$ cat src/rtl/mileage_display.sv
// Mileage display: converts the registered 27-bit mileage to 7 BCD digits with a
// serial shift-add-3 engine and scans them onto an 8-digit seven-segment display.
module mileage_display #(
    parameter int SCAN_DIV = 100_000
) (
    input  logic        clk,
    input  logic        rst,
    input  logic        power_now,
    input  logic [26:0] record,
    output logic [7:0]  seg_en,
    output logic [7:0]  seg_out,
    output logic        valid
);

    localparam int              CNT_W     = (SCAN_DIV > 1) ? $clog2(SCAN_DIV) : 1;
    localparam logic [CNT_W-1:0] SCAN_LAST = CNT_W'(SCAN_DIV - 1);
    localparam logic [26:0]      MAX_MILES = 27'd9_999_999;

    typedef enum logic [1:0] {IDLE, SHIFT, LOAD} state_t;

    state_t           r_state;
    state_t           w_nextState;
    logic [26:0]      r_recQ;
    logic [26:0]      r_bin;
    logic [27:0]      r_bcd;
    logic [27:0]      w_bcdAdj;
    logic [27:0]      r_dispBcd;
    logic [4:0]       r_bitCnt;
    logic             r_valid;
    logic [CNT_W-1:0] r_scanCnt;
    logic [2:0]       r_idx;
    logic [7:0]       w_blank;
    logic [31:0]      w_dispExt;
    logic [3:0]       w_digit;
    logic [6:0]       w_font;

    always_ff @(posedge clk) begin
        if (rst) r_recQ <= '0;
        else     r_recQ <= record;
    end

    always_ff @(posedge clk) begin
        if (rst) r_state <= IDLE;
        else     r_state <= w_nextState;
    end

    always_comb begin
        w_nextState = r_state;
        case (r_state)
            IDLE:    w_nextState = SHIFT;
            SHIFT:   if (r_bitCnt == 5'd26) w_nextState = LOAD;
            LOAD:    w_nextState = IDLE;
            default: w_nextState = IDLE;
        endcase
    end

    // Add-3 correction on every nibble that would overflow past 9 after doubling
    always_comb begin
        w_bcdAdj = r_bcd;
        for (int k = 0; k < 7; k++) begin
            if (r_bcd[4*k +: 4] >= 4'd5) w_bcdAdj[4*k +: 4] = r_bcd[4*k +: 4] + 4'd3;
        end
    end

    always_ff @(posedge clk) begin
        if (rst) begin
            r_bin     <= '0;
            r_bcd     <= '0;
            r_bitCnt  <= '0;
            r_dispBcd <= '0;
            r_valid   <= 1'b0;
        end else begin
            case (r_state)
                IDLE: begin
                    r_bin    <= (r_recQ > MAX_MILES) ? MAX_MILES : r_recQ;
                    r_bcd    <= '0;
                    r_bitCnt <= '0;
                end
                SHIFT: begin
                    {r_bcd, r_bin} <= {w_bcdAdj[26:0], r_bin, 1'b0};
                    r_bitCnt       <= r_bitCnt + 5'd1;
                end
                LOAD: begin
                    r_dispBcd <= r_bcd;
                    r_valid   <= 1'b1;
                end
                default: ;
            endcase
        end
    end

    always_ff @(posedge clk) begin
        if (rst) begin
            r_scanCnt <= '0;
            r_idx     <= '0;
        end else if (r_scanCnt == SCAN_LAST) begin
            r_scanCnt <= '0;
            r_idx     <= r_idx + 3'd1;
        end else begin
            r_scanCnt <= r_scanCnt + 1'b1;
        end
    end

    // A digit is a leading zero when it and everything above it is zero
    always_comb begin
        w_blank    = '0;
        w_blank[7] = 1'b1;
        for (int k = 1; k < 7; k++) begin
            w_blank[k] = ((r_dispBcd >> (4*k)) == 28'd0);
        end
    end

    assign w_dispExt = {4'd0, r_dispBcd};
    assign w_digit   = w_dispExt[{r_idx, 2'b00} +: 4];

    always_comb begin
        w_font = 7'b0000000;
        case (w_digit)
            4'd0: w_font = 7'b1111110;
            4'd1: w_font = 7'b0110000;
            4'd2: w_font = 7'b1101101;
            4'd3: w_font = 7'b1111001;
            4'd4: w_font = 7'b0110011;
            4'd5: w_font = 7'b1011011;
            4'd6: w_font = 7'b1011111;
            4'd7: w_font = 7'b1110000;
            4'd8: w_font = 7'b1111111;
            4'd9: w_font = 7'b1111011;
            default: w_font = 7'b0000000;
        endcase
    end

    always_ff @(posedge clk) begin
        if (rst || !power_now || !r_valid || w_blank[r_idx]) begin
            seg_en  <= '0;
            seg_out <= '0;
        end else begin
            seg_en  <= 8'd1 << r_idx;
            seg_out <= {w_font, 1'b0};
        end
    end

    assign valid = r_valid;

endmodule

$ cat config.mk
export PLATFORM = sky130hd
export DESIGN_NAME = mileage_display
export DESIGN_NICKNAME = d
export VERILOG_FILES = /design/src/rtl/mileage_display.sv
export SDC_FILE = /design/constraint.sdc
export NUM_CORES = 1
export LEC_CHECK = 0
export BUFFER_PORTS_ARGS = -buffer_cell sky130_fd_sc_hd__buf_2
export CAP_MARGIN = 20
export CORE_MARGIN = 5
export CORE_UTILIZATION = 37
export CTS_CLUSTER_DIAMETER = 200
export DETAILED_ROUTE_END_ITERATION = 8
export GPL_ROUTABILITY_DRIVEN = 0
export PLACE_DENSITY_LB_ADDON = 0.05
export SLEW_MARGIN = 40
export SYNTH_ARGS = -nofsm -noshare
export SYNTH_HDL_FRONTEND = slang
export SYNTH_SLANG_ARGS = --single-unit
$ cat constraint.sdc
create_clock -name clk -period 2.8 [get_ports clk]
set_input_delay 0.14 -clock clk [delete_from_list [all_inputs] [get_ports clk]]
set_output_delay 0.14 -clock clk [all_outputs]
set_load 0.05 [all_outputs]
==> flow_metrics.env, run 1 <==
export IMPL_setup_viol=0
export IMPL_ioPinCount=47
export IMPL_clk_latency_ns=0.41
export IMPL_antennaDiodeCount=0
export IMPL_leakagePower_nw=3.05
export IMPL_rsz0062_at_grt="no"
export IMPL_fin_setup_tns_ns=0
export IMPL_ys_async_sr_fraction_pct=0
export IMPL_fin_util_pct=45.2
export IMPL_numCtsBuffers=17
export IMPL_syn_to_final_growth_pct=19.2
export IMPL_drive_gt1_share_pct=12.5
export IMPL_synthFlopType="dfxtp_1"
export IMPL_synth_cell_types=51
export IMPL_vdd_drop_max_mv=0.418
export IMPL_tightest_slew_ns=0.763
export IMPL_vias=5259
export IMPL_wirelength_um=13800
export IMPL_cts_resized=0
export IMPL_overflow=0
export IMPL_cts_sinks=153
export IMPL_rr_startpoint="r_idx[0]$_SDFFE_PP0P_"
export IMPL_end_kind="register"
export IMPL_drtIter0Drc=212
export IMPL_holdPathEnd="r_bcd[0]$_SDFFE_PP0P_"
export IMPL_slew_violations=0
export IMPL_root_buffer="clkbuf_16"
export IMPL_timing_rr_end="seg_out[1]$_SDFF_PP0_"
export IMPL_worstHoldStart="rst"
export IMPL_drt_pass1_iterations=6
export IMPL_maxCapViolCount=0
export IMPL_ant_nets=0
export IMPL_die_area_um2=20600
export IMPL_r2r_cells=8
export IMPL_crit_chain="mux2i_1 > o221ai_1 > nand2_1 > inv_1 > ha_1 > or3_1 > a21o_1 > a211oi_1"
export IMPL_synth_avg_cell_area_um2=9.24
export IMPL_grt_usage_pct=14.0
export IMPL_slew_headroom_pct=49.1
export IMPL_synth_enable_flop_cells=0
export IMPL_grt_antenna_before_repair=0
export IMPL_synth_common_cells="dfxtp_1, a21oi_1, nor2_1"
export IMPL_pwr_share_clk_pct=45.9
export IMPL_combPwrFrac_pct=4.4
export IMPL_ys_ff_latch=153
export IMPL_grt_pass1_wl_um=23700
export IMPL_slowest_delay_ns=0.71
export IMPL_die_y_um=144
export IMPL_num_rows=48
export IMPL_synth_top_cell_area_share_pct=46.4
export IMPL_syn_num_nets=771
export IMPL_fin_nets=836
export IMPL_seqPwrFrac_pct=49.6
export IMPL_cts_clk_slew_worst_paths_ns=0.06
export IMPL_p_switching_mw=0.979
export IMPL_postSynthCellCount=714
export IMPL_yosysWarningCount=0
export IMPL_die_w_um=144
export IMPL_cts_tree="built"
export IMPL_hold_depth=2
export IMPL_swShare_pct=21.5
export IMPL_yosys_cell_count_top_type="dfxtp_1"
export IMPL_crit_path_top_delay_cell="dfxtp_1"
export IMPL_synth_area_um2=6600
export IMPL_wl_per_cell_um=13.6
export IMPL_synth_area_leaders="dfxtp_1, ha_1, a21oi_1"
export IMPL_status="completed"
export IMPL_initial_utilization_pct=37.9
export IMPL_fin_worst_skew_ns=0.00560
export IMPL_via_per_inst=5.19
export IMPL_dp_hpwl_um=9480
export IMPL_drc=0
export IMPL_min_period_over_period_pct=89.3
export IMPL_fmax_mhz=400
export IMPL_cp_data_required_time_ns=3.12
export IMPL_yosys_area_top_type="dfxtp_1"
export IMPL_grt_pass1_vias=4978
export IMPL_period_needed_ns=2.50
export IMPL_seq_area_frac_synth_pct=46.4
export IMPL_crit_path_start_kind="register"
export IMPL_intPower_mw=3.57
export IMPL_core_um2=17400
export IMPL_arrival_ns=2.82
export IMPL_path_class="reg2reg"
export IMPL_hold_class="in2reg"
export IMPL_path_max_fanout=14
export IMPL_clock_path_buffers=2
export IMPL_grt_max_degree=57
export IMPL_power_density_nw_per_um2=578
export IMPL_hold_viol_final=0
export IMPL_io_buffer_count=45
export IMPL_h_tree_depth=4
export IMPL_reg2reg_slack_ns=0.30
## how the worst max path moves through the flow
| stage | startpoint | endpoint | slack [ns] | cells past startpoint |
|---|---|---|---|---|
| floorplan | r_idx[0]$_SDFFE_PP0P_ | seg_out[1]$_SDFF_PP0_ | 0.52 | 10 |
| global placement | r_idx[0]$_SDFFE_PP0P_ | seg_out[1]$_SDFF_PP0_ | 0.38 | 8 |
| finish | r_idx[0]$_SDFFE_PP0P_ | seg_out[1]$_SDFF_PP0_ | 0.30 | 8 |
| detailed placement | r_idx[0]$_SDFFE_PP0P_ | seg_out[1]$_SDFF_PP0_ | 0.30 | 8 |
| global route | r_idx[0]$_SDFFE_PP0P_ | seg_out[1]$_SDFF_PP0_ | 0.08 | 8 |
| CTS | r_idx[0]$_SDFFE_PP0P_ | seg_out[1]$_SDFF_PP0_ | 0.29 | 8 |
## cells in the final DEF (no fill, tap or decap), types with 12 or more instances in the layout
master / count
dlygate4sd3_1: 27
inv_1: 30
a21oi_1: 65
clkbuf_16: 17
nor2b_1: 30
a211oi_1: 18
nor2_1: 47
nor3_1: 23
nand2_1: 34
and3_1: 16
ha_1: 27
nand4_1: 14
buf_4: 16
a22o_1: 29
xor2_1: 12
dfxtp_1: 152
buf_2: 45
o21ai_0: 22
xnor2_1: 22
nand3_1: 20
## sequential cells by signal, indices dropped and copies added (netlist names)
| name | count |
|---|---|
| r_bcd | 28 |
| r_bin | 27 |
| r_bitCnt | 5 |
| r_dispBcd | 28 |
| r_idx | 3 |
| r_recQ | 27 |
| r_scanCnt | 17 |
| r_state | 2 |
| seg_en | 8 |
| seg_out | 7 |
| valid | 1 |
## power groups by stage
stage,clock network (mW),logic [mW],registers [mW]
final,2.09,0.202,2.26
after global routing,2.24,0.229,2.26
after CTS,2.15,0.205,2.26
after detailed placement,0,0.177,2.30
after global placement,0,0.173,2.30
after floorplan,0,0.121,2.30
## final cells by class
cell class                      instances  area (um2)
Inverter                               30         113
Clock inverter                          9        77.6
Multi-Input combinational cell        489        3260
Fill cell                            1670        9550
Tap cell                              225         282
Clock buffer                           20         457
Sequential cell                       153        3060
Timing Repair Buffer                   88         616
## routing by layer
layer	global-route usage, %	wire length (um)	vias up
li1	-	-	2690
met1	17.9	6670	2463
met4	4.91	192	0
met5	0	0	-
met3	3.09	515	17
met2	23.5	6440	89
## critical path, delay by kind of cell, from the launching register on
kind	cells	cell delay (ns)
adder cells (fa/ha/maj)	1	0.20
buffers and inverters	1	0.11
multiplexers	1	0.27
AND/OR/NAND/NOR	2	0.58
AO/OA/AOI/OAI	3	0.53
flip-flops	1	0.71
## cell families (layout without fill, tap and decap cells)
family	count (synthesis)	after routing	synth area share (%)
and+or+nand+nor	216	216	17.0
AOI/OAI and AO/OA	199	199	20.5
DFF	153	153	46.4
buffers and inverters	72	147	4.34
xor gates and xnor gates	34	34	4.51
adders and majority gates	27	27	5.12
muxes	12	12	2.01
other	1	1	0.0568
## repair_timing
| item | 4_1_cts | 5_1_grt |
|---|---|---|
| hold buffers | 27 | 0 |
| endpoints found under the hold margin | 27 | 0 |
| buffers inserted | 0 | 0 |
## through the flow
stage	power (mW)	hold WS [ns]	instances	setup WS (ns)	cell area (um2)
after floorplan	2.42	0.268	714	0.523	6600
after global placement	2.48	0.346	958	0.379	7060
after detailed placement	2.48	0.352	958	0.303	7060
after CTS	4.61	0.0889	1014	0.286	7870
after global routing	4.73	0.113	1014	0.0834	7870
final	4.55	0.103	1014	0.300	7870
No activity file was read; power rests on OpenSTA's default activity.
==> run 2, diff against run 1 <==
- CELL_PAD_IN_SITES_DETAIL_PLACEMENT: not set -> 1
- CELL_PAD_IN_SITES_GLOBAL_PLACEMENT: not set -> 1
- CORE_MARGIN: 5 -> 1
- SLEW_MARGIN: 40 -> 20
==> run 2 against run 1 <==
Final cell count up 0.59%. Via count increased by 3.6%. First-iteration DRC count decreased by 10%. Power grew 3.1%. Highest routed layer unchanged.
==> flow_metrics.env, run 2 (same netlist as run 1, synthesis figures left out) <==
export IMPL_maxCapViolCount=0
export IMPL_io_buffer_count=45
export IMPL_fmax_mhz=396
export IMPL_syn_to_final_growth_pct=20.3
export IMPL_cts_sinks=153
export IMPL_area_sequential_um2=3060
export IMPL_dpl_cell_count=963
export IMPL_cts_setup_buffers=0
export IMPL_power_density_nw_per_um2=591
export IMPL_power_mw=4.69
export IMPL_overflow=0
export IMPL_hold_class="in2reg"
export IMPL_cts_clk_slew_worst_paths_ns=0.06
export IMPL_ant_nets=0
export IMPL_clock_path_buffers=2
export IMPL_fin_cells=1020
export IMPL_status="completed"
export IMPL_numCtsBuffers=17
export IMPL_path_class="reg2reg"
export IMPL_timing_final_ws_setup_ns=0.278
export IMPL_drive_gt1_share_pct=13.3
export IMPL_arrival_ns=2.85
export IMPL_root_buffer="clkbuf_16"
export IMPL_vias=5449
export IMPL_clk_latency_ns=0.42
export IMPL_min_period_over_period_pct=90.1
export IMPL_drc=0
export IMPL_layout_commonest_cell="dfxtp_1"
export IMPL_period_needed_ns=2.52
export IMPL_path_max_fanout=10
export IMPL_pre_cts_ws_ns=0.324
export IMPL_crit_chain="buf_4 > mux2i_1 > a22oi_1 > nand2_1 > inv_1 > ha_1 > or3_1 > a21o_1 > a211oi_1"
export IMPL_vdd_drop_max_mv=0.503
export IMPL_initial_utilization_pct=38.0
export IMPL_h_tree_depth=4
export IMPL_tightest_slew_ns=0.886
export IMPL_crit_path_start_kind="register"
export IMPL_fin_util_pct=45.7
export IMPL_wirelength_um=16300
export IMPL_die_y_um=136
export IMPL_mostFrequentLayoutCells="dfxtp_1, a21oi_1, nor2_1, buf_2, nand2_1"
export IMPL_drtIter0Drc=190
export IMPL_cp_top_family="flip-flops"
export IMPL_multi_input_area_um2=3260
export IMPL_critPathBufInv=2
export IMPL_ioPinCount=47
export IMPL_leakagePower_nw=3.08
export IMPL_slew_headroom_pct=40.7
export IMPL_num_rows=48
export IMPL_grt_max_degree=45
export IMPL_cp_data_required_time_ns=3.13
export IMPL_grt_usage_pct=19.0
export IMPL_fin_setup_tns_ns=0
export IMPL_drt_pass1_iterations=4
export IMPL_hold_viol_final=0
export IMPL_die_w_um=136
export IMPL_reg_top3="r_bcd x28, r_dispBcd x28"
export IMPL_fillCellCount=1981
export IMPL_fin_worst_skew_ns=0.00913
export IMPL_dp_hpwl_um=11000
export IMPL_slew_violations=0
export IMPL_end_kind="register"
export IMPL_cts_tree="built"
export IMPL_core_um2=17400
export IMPL_via_per_inst=5.34
export IMPL_grt_pass1_wl_um=27600
export IMPL_fin_nets=841
export IMPL_setup_viol=0
export IMPL_grt_pass1_vias=5717
export IMPL_rsz0062_at_grt="no"
export IMPL_grt_antenna_before_repair=0
export IMPL_wl_per_cell_um=16.0
export IMPL_crit_path_top_delay_cell="dfxtp_1"
export IMPL_die_area_um2=18400
export IMPL_antennaDiodeCount=0
export IMPL_slowest_delay_ns=0.59
-- run 2: repair_timing --
item                      CTS  global route
gates resized for setup     0             0
hold buffers               27             0
hold endpoints to repair   27             0
-- run 2: power breakdown --
part / internal (mW) / switching (mW)
registers: 2.23 / 0.0306
logic: 0.0981 / 0.111
clock network: 1.32 / 0.903
total: 3.64 / 1.04
-- run 2: final cells by class --
type	count	area share, %
Multi-Input combinational cell	489	41.0
Clock inverter	12	1.62
Tap cell	225	3.55
Clock buffer	18	5.53
Timing Repair Buffer	93	8.23
Sequential cell	153	38.6
Inverter	30	1.42
-- run 2: stage by stage --
stage | cell area (um2) | hold WS [ns]
3_5_place_dp | 7100 | 0.357
6_report | 7940 | 0.0840
2_1_floorplan | 6600 | 0.268
5_1_grt | 7940 | 0.0835
3_3_place_gp | 7100 | 0.347
4_1_cts | 7940 | 0.0712
-- run 2: worst paths after layout --
path	slack [ns]	cells past startpoint	from	endpoint
worst max-delay path	0.28	9	r_idx[0]$_SDFFE_PP0P_	seg_out[1]$_SDFF_PP0_
worst max register to register	0.28	9	r_idx[0]$_SDFFE_PP0P_	seg_out[1]$_SDFF_PP0_
worst min register to register	0.46	2	r_bin[20]$_SDFFE_PP0P_	r_bin[20]$_SDFFE_PP0P_
worst min-delay path	0.08	2	rst	r_bitCnt[1]$_SDFFE_PP0P_
-- run 2: worst reg2reg max path, stage by stage, from the launching register on --
cell	delay (ns)
dfxtp_1	0.59
buf_4	0.24
mux2i_1	0.22
a22oi_1	0.12
nand2_1	0.21
inv_1	0.12
ha_1	0.21
or3_1	0.37
a21o_1	0.16
a211oi_1	0.20
-- run 2: per-layer routing --
metal	vias up	GRT usage, %	wire, um	part of all wire [%]
met5	-	0	0	0
met4	0	6.43	183	1.1
met3	14	3.78	348	2.1
met2	56	33.5	8230	50
met1	2683	22.9	7560	46
li1	2696	-	-	-
==> run 3, diff against run 2 <==
- ABC_AREA: not set -> 1
==> run 3 against run 2 <==
Combinational power grew 9.5%. Register-to-register slack gained 0.27 ns. Setup slack gained 0.27 ns. First-iteration DRC count grew 67%. Sequential share of layout area decreased by 2.2 points. Sequential power barely moved. Synthesized cell count grew 38%. Global-route usage down 0.26 points. Area after synthesis increased by 7.1%. Critical path type unchanged. Critical endpoint is now seg_out[2]$_SDFF_PP0_.
==> flow_metrics.env, run 3 <==
export IMPL_status="completed"
export IMPL_grt_pass1_wl_um=29800
export IMPL_mostFrequentLayoutCells="inv_1, dfxtp_1, nand2_1, nor2_1, nand3_1"
export IMPL_num_rows=50
export IMPL_drive_gt1_share_pct=10.9
export IMPL_seq_area_frac_synth_pct=43.3
export IMPL_fin_util_pct=45.0
export IMPL_arrival_ns=2.61
export IMPL_grt_pass1_vias=6336
export IMPL_worstHoldStart="power_now"
export IMPL_cts_sinks=153
export IMPL_vias=6205
export IMPL_cts_clk_slew_worst_paths_ns=0.06
export IMPL_maxCapViolCount=0
export IMPL_layout_commonest_cell="inv_1"
export IMPL_rr_startpoint="r_idx[0]$_SDFFE_PP0P_"
export IMPL_fillCellCount=2366
export IMPL_reg_top3="r_bcd x28, r_dispBcd x28"
export IMPL_hold_class="in2reg"
export IMPL_antennaDiodeCount=0
export IMPL_ys_ff_latch=153
export IMPL_ys_async_sr_fraction_pct=0
export IMPL_slew_headroom_pct=36.6
export IMPL_die_w_um=140
export IMPL_min_period_over_period_pct=80.3
export IMPL_io_buffer_count=45
export IMPL_setup_viol=0
export IMPL_synth_cell_types=36
export IMPL_syn_to_final_growth_pct=19.1
export IMPL_clk_latency_ns=0.43
export IMPL_h_tree_depth=4
export IMPL_wl_per_cell_um=13.1
export IMPL_yosys_area_top_type="dfxtp_1"
export IMPL_fin_setup_tns_ns=0
export IMPL_drc=0
export IMPL_end_kind="register"
export IMPL_cts_tree="built"
export IMPL_cts_resized=0
export IMPL_fin_nets=1097
export IMPL_wirelength_um=16900
export IMPL_holdWs_ns=0.171
export IMPL_cp_data_required_time_ns=3.16
export IMPL_synth_common_cells="inv_1, dfxtp_1, nand2_1"
export IMPL_synthFlopType="dfxtp_1"
export IMPL_yosysWarningCount=0
export IMPL_drtIter0Drc=317
export IMPL_crit_path_start_kind="register"
export IMPL_path_max_fanout=17
export IMPL_path_class="reg2reg"
export IMPL_period_needed_ns=2.25
export IMPL_tightest_slew_ns=0.952
export IMPL_numCtsBuffers=17
export IMPL_fmax_mhz=445
export IMPL_postSynthCellCount=982
export IMPL_ant_nets=0
export IMPL_power_density_nw_per_um2=616
export IMPL_drt_pass1_iterations=4
export IMPL_initial_utilization_pct=37.8
export IMPL_via_per_inst=4.82
export IMPL_rsz0062_at_grt="no"
export IMPL_hold_viol_final=0
export IMPL_synth_enable_flop_cells=0
export IMPL_synth_avg_cell_area_um2=7.20
export IMPL_dp_hpwl_um=11000
export IMPL_grt_antenna_before_repair=0
export IMPL_fin_cells=1287
export IMPL_fin_worst_skew_ns=0.00872
export IMPL_ioPinCount=47
export IMPL_cts_hold_buf=27
export IMPL_core_um2=18700
export IMPL_slew_violations=0
export IMPL_grt_usage_pct=18.8
export IMPL_synth_area_um2=7070
export IMPL_die_area_um2=19700
export IMPL_die_y_um=140
export IMPL_synth_area_leaders="dfxtp_1, inv_1, nand2_1"
export IMPL_syn_num_nets=1039
export IMPL_yosys_cell_count_top_type="inv_1"
export IMPL_overflow=0
export IMPL_grt_max_degree=89
export IMPL_dpl_cell_count=1228
export IMPL_leakagePower_nw=3.40
export IMPL_vdd_drop_max_mv=0.391
export IMPL_synth_top_cell_area_share_pct=43.3
export IMPL_cts_setup_buffers=0
export IMPL_clock_path_buffers=2
export IMPL_crit_path_start="r_idx[0]$_SDFFE_PP0P_"
export IMPL_root_buffer="clkbuf_16"
## run 3: through the flow
step / area, um2 / power [mW] / setup WS, ns
2_1_floorplan: 7070 / 2.43 / 1.16
4_1_cts: 8420 / 5.26 / 0.520
6_report: 8420 / 5.18 / 0.552
5_1_grt: 8420 / 5.37 / 0.315
3_3_place_gp: 7460 / 2.49 / 0.562
3_5_place_dp: 7460 / 2.50 / 0.544
## run 3: logic make-up (layout without fill, tap and decap cells)
logic type | Yosys count | after routing | synth area share (%)
adder cells (fa/ha/maj) | 27 | 27 | 4.78
other | 1 | 1 | 0.0530
AO/OA/AOI/OAI | 187 | 187 | 14.2
XOR/XNOR | 8 | 8 | 0.991
buffers and inverters | 216 | 287 | 12.0
AND/OR/NAND/NOR | 390 | 390 | 24.6
flip-flops | 153 | 153 | 43.3
## run 3: final timing paths
check	endpoint	slack [ns]	depth (start not counted)
min	seg_out[4]$_SDFF_PP0_	0.17	5
max reg2reg	seg_out[2]$_SDFF_PP0_	0.55	9
max	seg_out[2]$_SDFF_PP0_	0.55	9
min reg2reg	r_bcd[0]$_SDFFE_PP0P_	0.47	2
## run 3: final cells by class
class	count	area, um2	area share, %
flip-flops and latches	153	3060	36.4
multi-input cells	613	3160	37.5
repair buffers	80	556	6.60
well taps	234	293	3.48
clock buffers	20	447	5.31
inverters	175	657	7.80
clock inverters	12	244	2.90
## run 3: critical path: stages, from the launching register on
cell	delay [ns]
dfxtp_1	0.72
inv_2	0.25
o21ai_0	0.25
nand3_1	0.09
nand2_1	0.22
inv_1	0.11
ha_1	0.21
nand3_1	0.11
nand3_1	0.09
a21oi_1	0.13
## run 3: layer usage
metal	up-vias	global-route usage, %	part of all wire (%)
li1	3251	-	-
met1	2876	24.8	52
met2	64	30.2	44
met3	14	4.24	2.8
met4	0	5.96	1.2
met5	-	0	0
## run 3: power breakdown
group	total [mW]	internal, mW	switching [mW]
clock network	2.71	1.79	0.923
registers	2.25	2.22	0.0210
logic	0.230	0.0929	0.138
